<file path="config.mk">
export PLATFORM = sky130hd
export DESIGN_NAME = cic_decim_ctrl
export DESIGN_NICKNAME = d
export VERILOG_FILES = /design/src/rtl/cic_decim_ctrl.sv
export SDC_FILE = /design/constraint.sdc
export NUM_CORES = 1
export LEC_CHECK = 0
export BUFFER_PORTS_ARGS = -buffer_cell sky130_fd_sc_hd__buf_2
export CORE_MARGIN = 1.5
export CORE_UTILIZATION = 40
export DETAILED_ROUTE_END_ITERATION = 6
export PLACE_DENSITY = 0.62
export SETUP_SLACK_MARGIN = 0.2
export SLEW_MARGIN = 20
export SYNTH_ARGS = -nofsm -noshare
export SYNTH_HDL_FRONTEND = slang
export SYNTH_SLANG_ARGS = --single-unit
</file>
<file path="constraint.sdc">
create_clock -name clock -period 5.3 [get_ports clock]
set_clock_uncertainty 0.1 [all_clocks]
set_input_delay 0.795 -clock clock [delete_from_list [all_inputs] [get_ports clock]]
set_output_delay 0.795 -clock clock [all_outputs]
set_load 0.005 [all_outputs]
</file>
<file path="src/rtl/cic_decim_ctrl.sv">
// rtl/cic_decim_ctrl.sv - round-robin reconfiguration scheduler for a bank of variable-decimation CIC filters (optional flush watchdog: CIC_CTRL_TIMEOUT_EN)
module cic_decim_ctrl #(
    parameter int NCH        = 4,
    parameter int CHW        = 2,
    parameter int MD         = 18,
    parameter int MAX_LOG2   = 14,
    parameter int STAGES     = 5,
    parameter int TMO_CYCLES = 65535
) (
    input  logic                clock,
    input  logic                reset_n,
    input  logic                cfg_wr,
    input  logic [CHW-1:0]      cfg_ch,
    input  logic [3:0]          cfg_log2,
    output logic                cfg_err,
    output logic [NCH-1:0]      pending,
    output logic                busy,
    output logic [NCH*MD-1:0]   decim,
    output logic [NCH-1:0]      cic_rst,
    input  logic [NCH-1:0]      cic_strobe,
    output logic [NCH-1:0]      gate,
    output logic                done,
    output logic [CHW-1:0]      done_ch,
    output logic                tmo
);

`ifdef CIC_CTRL_TIMEOUT_EN
    localparam bit TMO_EN = 1'b1;
`else
    localparam bit TMO_EN = 1'b0;
`endif

    localparam int CW = $clog2(STAGES + 2);

    typedef enum logic [2:0] {
        S_IDLE, S_GRANT, S_RST1, S_RST2, S_FLUSH, S_DONE
    } state_t;

    state_t         state;
    logic [CHW-1:0] rr;
    logic [CHW-1:0] cur_ch;
    logic [3:0]     cur_exp;
    logic [3:0]     shadow [NCH];
    logic [CW-1:0]  fcnt;
    logic [15:0]    tcnt;
    logic           tmo_hit;
    logic           tmo_q;

    logic           req_v;
    logic           req_bad;
    logic [CHW-1:0] req_ch;
    logic [3:0]     req_log2;

    logic [31:0]    ch_ext;
    logic           bad_now;
    logic [CHW-1:0] grant_ch;

    assign ch_ext  = 32'(cfg_ch);
    assign bad_now = (cfg_log2 > 4'(MAX_LOG2)) || (ch_ext >= 32'(NCH));
    assign busy    = (state != S_IDLE);
    assign tmo     = TMO_EN ? tmo_q : 1'b0;

    // Register incoming requests so host timing never reaches the scheduler combinationally
    always_ff @(posedge clock or negedge reset_n) begin
        if (!reset_n) begin
            req_v    <= 1'b0;
            req_bad  <= 1'b0;
            req_ch   <= '0;
            req_log2 <= '0;
        end else begin
            req_v    <= cfg_wr;
            req_bad  <= bad_now;
            req_ch   <= cfg_ch;
            req_log2 <= cfg_log2;
        end
    end

    // Pick the first pending channel strictly after the round-robin pointer
    always_comb begin
        int idx;
        idx      = 0;
        grant_ch = rr;
        for (int i = NCH; i >= 1; i--) begin
            idx = (int'(rr) + i) % NCH;
            if (pending[CHW'(idx)]) grant_ch = CHW'(idx);
        end
    end

    // Service FSM; request capture is applied last so a same-cycle write keeps pending set
    always_ff @(posedge clock or negedge reset_n) begin
        if (!reset_n) begin
            state   <= S_IDLE;
            pending <= '0;
            decim   <= {NCH{MD'(1)}};
            cic_rst <= '1;
            gate    <= '0;
            cfg_err <= 1'b0;
            done    <= 1'b0;
            done_ch <= '0;
            tmo_q   <= 1'b0;
            rr      <= CHW'(NCH - 1);
            cur_ch  <= '0;
            cur_exp <= '0;
            fcnt    <= '0;
            tcnt    <= '0;
            tmo_hit <= 1'b0;
            for (int k = 0; k < NCH; k++) shadow[k] <= '0;
        end else begin
            done    <= 1'b0;
            tmo_q   <= 1'b0;
            cfg_err <= 1'b0;
            case (state)
                S_IDLE: begin
                    if (|pending) begin
                        state            <= S_GRANT;
                        cur_ch           <= grant_ch;
                        cur_exp          <= shadow[grant_ch];
                        pending[grant_ch] <= 1'b0;
                        gate[grant_ch]   <= 1'b0;
                        rr               <= grant_ch;
                    end
                end
                S_GRANT: begin
                    state                  <= S_RST1;
                    cic_rst[cur_ch]        <= 1'b1;
                    decim[cur_ch*MD +: MD] <= MD'(1) << cur_exp;
                end
                S_RST1: begin
                    state <= S_RST2;
                end
                S_RST2: begin
                    state           <= S_FLUSH;
                    cic_rst[cur_ch] <= 1'b0;
                    fcnt            <= '0;
                    tcnt            <= '0;
                    tmo_hit         <= 1'b0;
                end
                S_FLUSH: begin
                    tcnt <= tcnt + 16'd1;
                    if (cic_strobe[cur_ch] && fcnt == CW'(STAGES)) begin
                        state <= S_DONE;
                    end else if (TMO_EN && tcnt == 16'(TMO_CYCLES - 1)) begin
                        state   <= S_DONE;
                        tmo_hit <= 1'b1;
                    end else if (cic_strobe[cur_ch]) begin
                        fcnt <= fcnt + CW'(1);
                    end
                end
                S_DONE: begin
                    state        <= S_IDLE;
                    gate[cur_ch] <= 1'b1;
                    done         <= 1'b1;
                    done_ch      <= cur_ch;
                    tmo_q        <= tmo_hit;
                end
                default: state <= S_IDLE;
            endcase
            if (req_v) begin
                if (req_bad) begin
                    cfg_err <= 1'b1;
                end else begin
                    shadow[req_ch]  <= req_log2;
                    pending[req_ch] <= 1'b1;
                end
            end
        end
    end

endmodule

</file>
==> results.txt, run 1 <==
The run finished with clean final reports. 0 antenna diodes ended up in the layout. The max capacitance violation total came out at 0. The number of remaining DRC errors is 0.

The placed wire-length estimate is 10180 um. Derived from the worst setup path, the maximum achievable clock frequency is 320.9 MHz. For this run, the leading register cell type out of synthesis is dfrtp_1. The source-to-sink clock delay at the later pin of the worst-skew pair is 420 ps. The number of cell rows came out at 43.

The tree is rooted in a clkbuf_16. The timing endpoint of the critical path is decim[13]$_DFFE_PN0P_. The die span in x came out at 122.4 um. The weighted congestion at the end of routability-driven global placement is 0.8978. Setup repair after global routing left no endpoint under its margin. The relative area change from synthesis to final layout is 20.54%. The count of routing violations after the opening detailed-route iteration is 218.

In this run, placement finished with an instance count of 767. Summing over every cut layer, the via total after detailed routing is 4354. The type of element capturing the critical path is a flop. The max-slew violation count came out at 0. The floorplan die area is 14990 um^2. Buffers inserted during clock tree synthesis total 17.

The length in cells of the worst reg-to-reg path is 7. TritonCTS built the clock tree. The largest single stage delay on the critical path is 800 ps. The final cell utilization of the core came out at 49.56%. Yosys attributes the largest share of cell area to dfrtp_1 (51%), nand2_1 (5.2%), a22o_1 (4.8%), dfstp_2 (4.6%), mux2_2 (3.7%).

The number of nets in the synthesized netlist is 536. The total wire length after detailed routing came out at 14250 um. The aggregate negative setup slack came out at 0 ps. The chip height came out at 122.4 um.

For the pin with the worst max-slew slack, the measured transition is 901.3 ps. The headroom to the max-slew limit is 39.36%. The completed layout was analyzed and its total power is 3983 uW. The path class of the tightest hold or removal check is in2async. Buffers placed on the I/O ports in this run total 101. The kind of launch point of the worst setup path is a flop. The clock net in this run drives a total of 126 sinks. The async set or reset register ratio after synthesis came out at 100.0%. In this run, synthesis inferred 0 flip-flops with an integrated enable. Of all nets on the critical path, the largest fanout is 21. The maximum vdd drop is 446.8 uV.

In this run the cell area of the synthesized design comes to 5707 um^2. The hold violation total from the final report is 0. The number of detailed-route iterations in the first pass came out at 5. The maximum count of clock buffers along a single path came out at 2.

The slowest stage of the critical path is the ha_1 cell. The final layout net count came out at 629. The post-route netlist has 29.77% of its cells at a drive strength greater than 1. Entering global routing, the biggest net connects 72 pins. The number of global-route vias before repair is 4291.

The number of gates given a new drive strength after cts came out at 0. The critical path is of the reg2reg type. The number of instances in the synthesized netlist is 513.

In this run the critical register-to-register path is launched from cur_ch[0]$_DFFE_PN0P_. The count of antenna-violating nets left after detailed routing came out at 0. The sequential area share after synthesis is 55.47%. The total of endpoints with negative setup slack in the final report came out at 0. The I/O pin count came out at 103. The H-tree level count came out at 4. The synthesized flop and latch total came out at 126. The data required time of the critical path is 5530 ps. The count of distinct cell types in the synthesized netlist is 75.

In the routed layout, each cell is associated on average with a via count of 5.456. The static leakage came out at 0.003273 uW. The initial utilization of the core area, before any placement, comes to 41.11%. The shortest period the worst path allows came out at 3116 ps.

By count the netlist is led by dfrtp_1 (116), nand2_1 (79), a22o_1 (31), nor2_1 (31), o21ai_0 (20). For this design the ratio of total power to cell area is 579.0 nW/um^2. The count of cells in the finished layout, fillers not included, comes to 798. The post-CTS setup buffer count is 0.

The total overflow left after global routing is 0. After floorplanning, the core was sized to cover 13880 um^2. The most common cell in the synthesized netlist is dfrtp_1. The total of warnings raised by yosys came out at 0. In the global route stage, overall resource usage came out at 19.98%.

The worst register-to-register path ends at decim[13]$_DFFE_PN0P_. The data arrival time of the critical path came out at 3350 ps. The share of the clock period used by the worst path after layout is 58.80%. The synthesized area per cell is 11.12 um^2. The reg2reg setup slack came out at 2180 ps. The clock input transition at the sequential cells of the worst setup and hold paths came out at 50 ps.

The initial antenna violation count came out at 0. Hold repair after CTS inserted 0 buffers. The launch point of the critical path is cur_ch[0]$_DFFE_PN0P_. The first-pass GRT wire length came out at 22790 um. The area share of the largest cell type after synthesis came out at 50.87%. Summed over all instances, the cell type with the most area after synthesis is dfrtp_1. The signal on the critical path passes through inv_1 -> ha_1 -> and3b_1 -> a21oi_1 -> nor4_1 -> a32oi_1 -> o21ai_1.

The average detailed-routed wire length per instance came out at 17.86 um.
flip-flops by register name, summed over array words and instances (netlist names), 3 cells and up, named ones only:
name / count
cur_exp: 4
decim: 72
fcnt: 3
gate: 4
pending: 4
req_log2: 4
shadow: 16
state: 3
cells by family (layout without fill, tap and decap cells):
group	after synthesis	after routing	synth area share, %
and+or+nand+nor	179	179	16.27
DFF	126	126	55.47
muxes	33	33	6.643
xor gates and xnor gates	4	4	0.6140
adders and majority gates	10	10	2.193
AOI/OAI and AO/OA	123	123	15.55
other	1	1	0.06571
buffers and inverters	37	142	3.201
per-stage QoR:
stage	hold slack, ps	setup slack, ps	cell area, um^2
2_1_floorplan	351.9	3144	5707
3_3_place_gp	350.4	2011	6302
3_5_place_dp	360.1	1841	6309
4_1_cts	338.8	1848	6868
5_1_grt	371.1	1888	6879
6_report	309.5	2184	6879
metal layers:
layer	share of wire [%]	global-route usage [%]	vias up
met2	49	32.12	132
met4	3.1	10.39	0
met1	44	25.15	2146
met3	4.3	4.647	33
met5	0	0	-
li1	-	-	2043
where the power goes:
part / switching, uW / internal (uW) / total [uW] / leakage [uW]
Clock: 418 / 675 / 1090 / 0.000267
Sequential: 252 / 1230 / 1480 / 0.00163
Combinational: 875 / 538 / 1410 / 0.00138
Total: 1540 / 2440 / 3980 / 0.00327
placed cells by master (no fill, tap or decap), types with 3 or more instances in the layout:
cell	synthesis	layout
nor3b_2	3	3
dfstp_2	10	10
o21ai_1	18	18
buf_4	3	3
nor2b_1	3	3
and3_1	5	5
nor2_1	31	31
a31oi_1	3	3
mux2_2	19	19
clkbuf_8	0	3
clkinvlp_4	0	4
and3b_1	5	5
nand3_1	14	14
or3_1	4	4
nand2_1	79	79
a22o_1	31	31
xnor2_1	3	3
nand2b_1	5	5
buf_2	13	100
clkbuf_16	0	17
a21oi_1	11	11
dfrtp_1	116	116
o221ai_1	4	4
nor4_1	3	3
o32a_1	3	3
ha_1	10	10
mux2i_1	12	12
clkinv_2	0	4
inv_1	6	6
a32oi_1	3	3
o31ai_1	5	5
o21ai_0	20	20
area by class of cell:
| cell class | count | area [um^2] |
|---|---|---|
| Clock inverter | 10 | 88.84 |
| Fill cell | 1273 | 7002 |
| Multi-Input combinational cell | 350 | 2376 |
| Tap cell | 180 | 225.2 |
| Sequential cell | 126 | 3166 |
| Timing Repair Buffer | 103 | 523.0 |
| Inverter | 8 | 30.03 |
| Clock buffer | 21 | 470.5 |
worst min-delay path by stage:
| stage | start | to | slack, ps | depth (start not counted) |
|---|---|---|---|---|
| detailed placement | decim[54]$_DFFE_PN1P_ | decim[54]$_DFFE_PN1P_ | 360 | 2 |
| CTS | reset_n | decim[33]$_DFFE_PN0P_ | 340 | 1 |
| finish | reset_n | decim[33]$_DFFE_PN0P_ | 310 | 1 |
| floorplan | decim[18]$_DFFE_PN1P_ | decim[18]$_DFFE_PN1P_ | 350 | 2 |
| global route | reset_n | decim[33]$_DFFE_PN0P_ | 370 | 1 |
| global placement | decim[54]$_DFFE_PN1P_ | decim[54]$_DFFE_PN1P_ | 350 | 2 |
worst max-delay path: cells and delay by family (launching register included):
kind / cells / cell delay, ps
buffers and inverters: 1 / 180
adders and majority gates: 1 / 800
AOI/OAI and AO/OA: 3 / 350
and+or+nand+nor: 2 / 970
DFF: 1 / 610
Power figures use the tool's default switching activity.
==> run 2, diff against run 1 <==
--- a/config.mk
+++ b/config.mk
@@ -5,6 +5,7 @@
 export SDC_FILE = /design/constraint.sdc
 export NUM_CORES = 1
 export LEC_CHECK = 0
+export ABC_AREA = 1
 export BUFFER_PORTS_ARGS = -buffer_cell sky130_fd_sc_hd__buf_2
 export CORE_MARGIN = 1.5
 export CORE_UTILIZATION = 40
==> constraint.sdc (replaced) <==
create_clock -name clock -period 2.9 [get_ports clock]
set_clock_uncertainty 0.1 [all_clocks]
set_input_delay 0.435 -clock clock [delete_from_list [all_inputs] [get_ports clock]]
set_output_delay 0.435 -clock clock [all_outputs]
set_load 0.005 [all_outputs]
==> results.txt, run 2 <==
Input and output buffers added on the ports amount to 101. Measured against its own limit, the worst slew margin works out to 45.77%. Setup slack on the worst reg-to-reg path comes out at 460 ps. Summed over all cells, the static leakage comes to 0.003878 uW. The floorplan die area is 16240 um^2. The number of remaining DRC errors came out at 0. The number of gates given a new drive strength after cts is 0. The most critical setup path has its startpoint at cur_ch[0]$_DFFE_PN0P_.

The TritonCTS buffer count is 17. The layout filler cell count came out at 1433. The largest registers in the layout are decim: 72 flops, shadow: 16 flops. The dominant cell type by area after synthesis is dfrtp_1. Clock-pin slew was measured on the worst setup and hold paths at 60 ps. Across all setup checks in the final design, the least slack found is 463.0 ps.

The number of enable-type register cells in the synthesized netlist came out at 0. The number of antenna repair diodes is 0. In this run the critical register-to-register path is launched from cur_ch[0]$_DFFE_PN0P_. By count the netlist is led by nand2_1 (237), dfrtp_1 (116), o21ai_0 (63), inv_1 (53), nor2_1 (52). After synthesis the netlist holds a flip-flop and latch count of 126.

The number of detailed-route iterations in the first pass came out at 6. Setup repair after global routing left no endpoint under its margin. The average detailed-routed wire length per instance is 16.08 um. The floorplan step defined a core boundary enclosing 15150 um^2. The global router's overall resource usage came out at 22.63%. The count of antenna-violating nets left after detailed routing came out at 0. The pin count of the biggest net entering global routing came out at 62. More flip-flops sit in one register than any other, and that register is decim. The chip height came out at 127.4 um. The capturing point of the worst reg2reg path is decim[12]$_DFFE_PN0P_. The buffer cell driving the clock tree root is clkbuf_16. The area growth from synthesis to layout is 22.36%.

The worst setup path is launched from a flop. The number of buffers inserted for hold repair after clock tree synthesis is 2. The count of distinct cell types in the synthesized netlist came out at 44.

The first global-routing pass estimated 28290 um of wire. The H-tree level count is 4. The hold violation total from the final report came out at 8.

The maximum net fanout on the critical path is 15. Using the TritonRoute via totals, the vias-per-cell ratio works out to 5.197. Leaving out fill and tap cells, the most frequent cell in the layout is nand2_1.

The floorplan has 45 rows. The routed layout has 5587 vias. The number of global-route vias before repair is 5327. The CTS tree is yes. The synthesized area per cell is 8.056 um^2.

The clock reaches the later pin of the worst-skew pair after 440 ps. In the final design database the tool counted 897 nets. The final hold slack came out at -7.662 ps. The most common cell in the synthesized netlist is nand2_1. The data arrival time of the critical path came out at 2680 ps. Summed over its instances, the top area cell type makes up 46.86% of the synthesized netlist area. The slew at the pin closest to its max-slew limit came out at 813.5 ps. The run finished, with violations left. The total wire length after detailed routing came out at 17290 um. STA classifies the critical path endpoint as a flop. The total power divided by cell area is 1258 nW/um^2.

Ranked by total cell area, the synthesized netlist is headed by dfrtp_1 (47%), nand2_1 (14%), o21ai_0 (5.1%), dfstp_2 (4.2%), o21ai_1 (4.1%). The critical path is of the reg2reg type. The count of routing violations after the opening detailed-route iteration came out at 608. The post-CTS setup buffer count is 0. The initial utilization of the core area, before any placement, comes to 40.90%. The worst min-delay path category is in2async.

The initial antenna violation count came out at 0. The data required time of the critical path is 3140 ps. The aggregate negative setup slack is 0 ps. The share of the Yosys chip area taken by registers is 51.10%. In the layout the commonest cells are nand2_1 (237), dfrtp_1 (116), buf_2 (100). The weighted congestion at the end of routability-driven global placement came out at 0.9340. Among all flip-flop cells after synthesis, the most frequent one is dfrtp_1. The synthesized net count is 792. From left edge to right edge, the die measures 127.4 um. The number of instances in the synthesized netlist is 769. The total of endpoints with negative setup slack in the final report is 0. Yosys printed 0 warnings. The max capacitance violation total is 0. For this run, the top clock speed supported by timing is 410.3 MHz. The worst setup slack after placement came out at 521.1 ps. The synthesized cell area came out at 6195 um^2.

After layout, the worst path uses 84.03% of the clock period. The max-slew violation count is 0. The maximum count of clock buffers along a single path came out at 2. The async set or reset register ratio after synthesis is 100.0%. After layout, the minimum clock period comes to 2437 ps. The register with the most flip-flops in the layout has 72 of them. The remaining global-route overflow is 0. The length in cells of the worst reg-to-reg path came out at 9. Cells with a size suffix above 1 make up 21.76% of the layout.

The number of sinks handled by clock tree synthesis is 126. The placed wire-length estimate came out at 12370 um. The I/O pin count is 103. The checks that failed: negative hold slack. The maximum vdd drop came out at 613.0 uV.
-- run 2: changes by cell type in the layout (fill, tap and decap cells not counted), sizes merged, moves of 13 or more --
cell / previous run / this run
nand2: 79 / 248
o21ai: 38 / 114
inv: 7 / 72
nand3: 14 / 50
nor2: 35 / 60
a22o: 31 / 8
mux2: 19 / 0
mux2i: 13 / 0
-- run 2: critical path, stage by stage, from the launching register on --
cell and delay (ps):
dfrtp_1 470, inv_2 170, ha_1 410, inv_1 120
buf_4 200, nor2_2 320, nand2_1 240, inv_1 130
nand2_1 60, o211ai_1 110
-- run 2: final cells by class --
cell class / count / area, um^2 / area share [%]
clock buffer: 18 / 439.2 / 5.794
clock inverter: 14 / 227.7 / 3.004
inverter: 69 / 265.3 / 3.499
multi-input combinational: 546 / 2611 / 34.45
sequential: 126 / 3166 / 41.76
tap: 188 / 235.2 / 3.103
timing repair buffer: 114 / 635.6 / 8.386
-- run 2: worst max-delay path by stage --
stage	endpoint	slack (ps)	cells past startpoint
after floorplan	decim[16]$_DFFE_PN0P_	580	10
after global placement	decim[27]$_DFFE_PN0P_	560	8
after detailed placement	decim[19]$_DFFE_PN0P_	520	8
after CTS	decim[19]$_DFFE_PN0P_	510	8
after global routing	decim[26]$_DFFE_PN0P_	220	12
final	decim[12]$_DFFE_PN0P_	460	9
-- run 2: cell families (layout without fill, tap and decap cells) --
family                   count (synthesis)  count (layout)  synth area share (%)
AO/OA/AOI/OAI                          154             154                 13.61
adder cells (fa/ha/maj)                 10              10                 2.020
buffers and inverters                   97             215                 6.746
other                                    1               1               0.06054
AND/OR/NAND/NOR                        381             381                 26.46
flip-flops                             126             126                 51.10
-- run 2: per-layer routing --
layer	vias up	global-route usage (%)	routed length, um	share of wire [%]
met5	-	0	0	0
met4	0	8.021	278	1.6
met3	21	4.732	868	5.0
met2	169	34.79	8107	47
met1	2667	31.75	8033	46
li1	2730	-	-	-
-- run 2: through the flow --
| stage | std cells | area (um^2) | hold slack (ps) | total power, uW | util, % |
|---|---|---|---|---|---|
| 2_1_floorplan | 769 | 6195 | 39.41 | 5711 | - |
| 3_3_place_gp | 1041 | 6893 | 349.1 | 7082 | 45.51 |
| 3_5_place_dp | 1041 | 6893 | 353.5 | 7112 | 45.51 |
| 4_1_cts | 1075 | 7580 | 0.8348 | 9567 | 50.05 |
| 5_1_grt | 1075 | 7580 | 4.549 | 10290 | 50.05 |
| 6_report | 1075 | 7580 | -7.662 | 9534 | 50.05 |
-- run 2: power by group --
group	switching [uW]	internal, uW
combinational	2880	1370
clock	846	1570
sequential	487	2390
total	4210	5320
==> run 3, diff against run 2 <==
==> constraint.sdc (replaced) <==
create_clock -name clock -period 2.4 [get_ports clock]
set_clock_uncertainty 0.1 [all_clocks]
set_input_delay 0.36 -clock clock [delete_from_list [all_inputs] [get_ports clock]]
set_output_delay 0.36 -clock clock [all_outputs]
set_load 0.005 [all_outputs]
==> results.txt, run 3 (same netlist as run 2, synthesis figures left out) <==
The flow ran to the end, and the final reports show no timing, DRC or antenna violations. The placed wire-length estimate came out at 12510 um. The remaining global-route overflow came out at 0. The final hold slack is 317.8 ps. The data arrival time of the critical path is 2330 ps. After layout, the worst setup slack is 299.5 ps. Once the floorplan was initialized, standard cells occupied 40.90% of the core.

The clock input transition at the sequential cells of the worst setup and hold paths is 50 ps. The pre-antenna-repair detailed-routing pass consisted of 5 iterations. The maximum operating frequency is 476.1 MHz. Once detail routing completed, the nets flagged for antenna violations numbered 0. The core footprint is 15150 um^2.

The headroom to the max-slew limit is 62.66%. In the routed design, unresolved DRC markers number 0. Clock tree synthesis selected as its root buffer the cell clkbuf_16. The CTS tree is yes. The final cell utilization of the core is 51.38%.

The number of global-route vias before repair came out at 5335. The library cell used most frequently in the layout, excluding fill and tap cells, is nand2_1. The type of element capturing the critical path is a flop. The initial antenna violation count was 0. Measured in cells, the most critical reg-to-reg path has a length of 9.

The I/O pin count came out at 103. The ratio of cells with drive above 1 in the final layout came out at 24.29%. The startpoint identified for the worst register-to-register timing path is cur_ch[0]$_DFFE_PN0P_. The worst min-delay path category is in2async. The maximum vdd drop came out at 680.7 uV.

The average detailed-routed wire length per instance came out at 15.56 um. STA classifies the critical path startpoint as a flop. The first-pass GRT wire length came out at 27830 um. The max-slew violation count is 0. In the final timing run, aggregate negative setup slack is 0 ps. The total wire length after detailed routing came out at 17140 um.

The hold violation total from the final report was 0. The startpoint-to-endpoint class of the critical path is reg2reg. The reg2reg setup slack is 300 ps.

The most critical setup path has its startpoint at cur_ch[0]$_DFFE_PN0P_. The weighted congestion at the end of routability-driven global placement is 0.9284. The floorplan step defined a die boundary enclosing 16240 um^2. The timing endpoint of the critical path is decim[6]$_DFFE_PN0P_. After floorplanning, the core was divided into 45 placement rows. After detailed routing, the number of vias per cell comes to 5.087. The routed design could run at a clock period as short as 2100 ps. The maximum net fanout on the critical path is 10. The source-to-sink clock delay at the later pin of the worst-skew pair came out at 420 ps. The H-tree level count is 4.

The number of sinks handled by clock tree synthesis came out at 126. At the end of the flow, the number of nets in the layout was 924. The register bank with the most flops is decim. The number of flip-flops under the largest register name came out at 72. The relative area change from synthesis to final layout came out at 25.61%. In this run the critical register-to-register path is captured at decim[6]$_DFFE_PN0P_. The tool flagged a number of max-cap violations equal to 0.

The static leakage is 0.003979 uW. The total power divided by cell area came out at 1494 nW/um^2. The pin count of the biggest net entering global routing is 61. In the layout the commonest cells are nand2_1 (237), dfrtp_1 (114), buf_2 (100). The total via count in the routed design is 5606. The worst setup slack after placement is 242.8 ps. The number of antenna repair diodes is 0. From left edge to right edge, the die measures 127.4 um. The number of buffer cells added on primary ports came out at 101. The TritonCTS buffer count came out at 17. The largest registers in the layout are decim: 72 flops, shadow: 16 flops.

The global router's overall resource usage is 22.05%. The count of routing violations after the opening detailed-route iteration is 527. The final standard cell count with taps included and fillers excluded is 1102.

Setup repair after global routing could not meet its margin everywhere. Fill cells in the final layout number 1420. The maximum count of clock buffers along a single path came out at 2.

The die is 127.4 um tall. The data required time of the critical path is 2630 ps. The total of endpoints with negative setup slack in the final report came out at 0. The post-placement cell count came out at 1060. The slew at the pin closest to its max-slew limit came out at 555.0 ps.

The worst path uses 87.52% of the clock period.
[run 3: cell count changes in the layout (fill, tap and decap cells not counted), moves of 3 or more]
cell           previous run  this run
nor2_2                    7        10
nor2_1                   52        49
dlygate4sd3_1             2         8
clkinvlp_4                0         3
buf_4                    10        30
[run 3: final cells by class]
class	count	area, um^2	share of cell area [%]
repair buffers	141	850.8	10.93
multi-input cells	546	2638	33.90
flip-flops and latches	126	3168	40.71
inverters	69	265.3	3.409
well taps	188	235.2	3.023
clock inverters	12	157.7	2.026
clock buffers	20	466.7	5.998
[run 3: repair_timing]
item,4_1_cts,5_1_grt
hold buffers,8,0
setup buffers,0,2
gates resized for setup,0,11
setup endpoints to repair,0,30
endpoints found under the hold margin,31,0
[run 3: worst min-delay path by stage]
stage | startpoint | endpoint | slack [ps] | depth (start not counted)
floorplan | reset_n | cfg_err$_DFF_PN0_ | -40 | 0
global placement | reset_n | decim[60]$_DFFE_PN0P_ | 210 | 1
detailed placement | reset_n | decim[60]$_DFFE_PN0P_ | 210 | 1
CTS | cic_strobe[2] | state[0]$_DFFE_PN0P_ | 310 | 5
global route | reset_n | decim[22]$_DFFE_PN0P_ | 350 | 2
finish | reset_n | decim[60]$_DFFE_PN0P_ | 320 | 2
[run 3: metal layers]
layer  share of wire, %  GRT usage (%)  vias to the layer above
met1                 48          31.02                     2621
met3                4.7          4.229                       34
li1                   -              -                     2775
met5                  0              0                        -
met2                 45          33.90                      176
met4                2.4          8.289                        0
[run 3: per-stage QoR]
step / total power [uW] / cell area (um^2)
after detailed placement: 8819 / 7036
final: 11630 / 7781
after global routing: 12520 / 7781
after CTS: 11550 / 7740
after floorplan: 6904 / 6196
after global placement: 8796 / 7036
[run 3: worst max-delay path, stage by stage, from the launching register on]
cell and delay [ps]:
dfrtp_1 390, buf_4 180, ha_1 220, nor3_1 260
inv_1 140, nor2_2 210, inv_1 150, o22ai_1 170
nor2_1 60, a21oi_1 150
[run 3: power by group]
group	switching (uW)	leakage, uW	internal [uW]
registers	537	0.00162	2890
clock network	965	0.000299	1720
logic	3590	0.00206	1930
total	5090	0.00398	6530
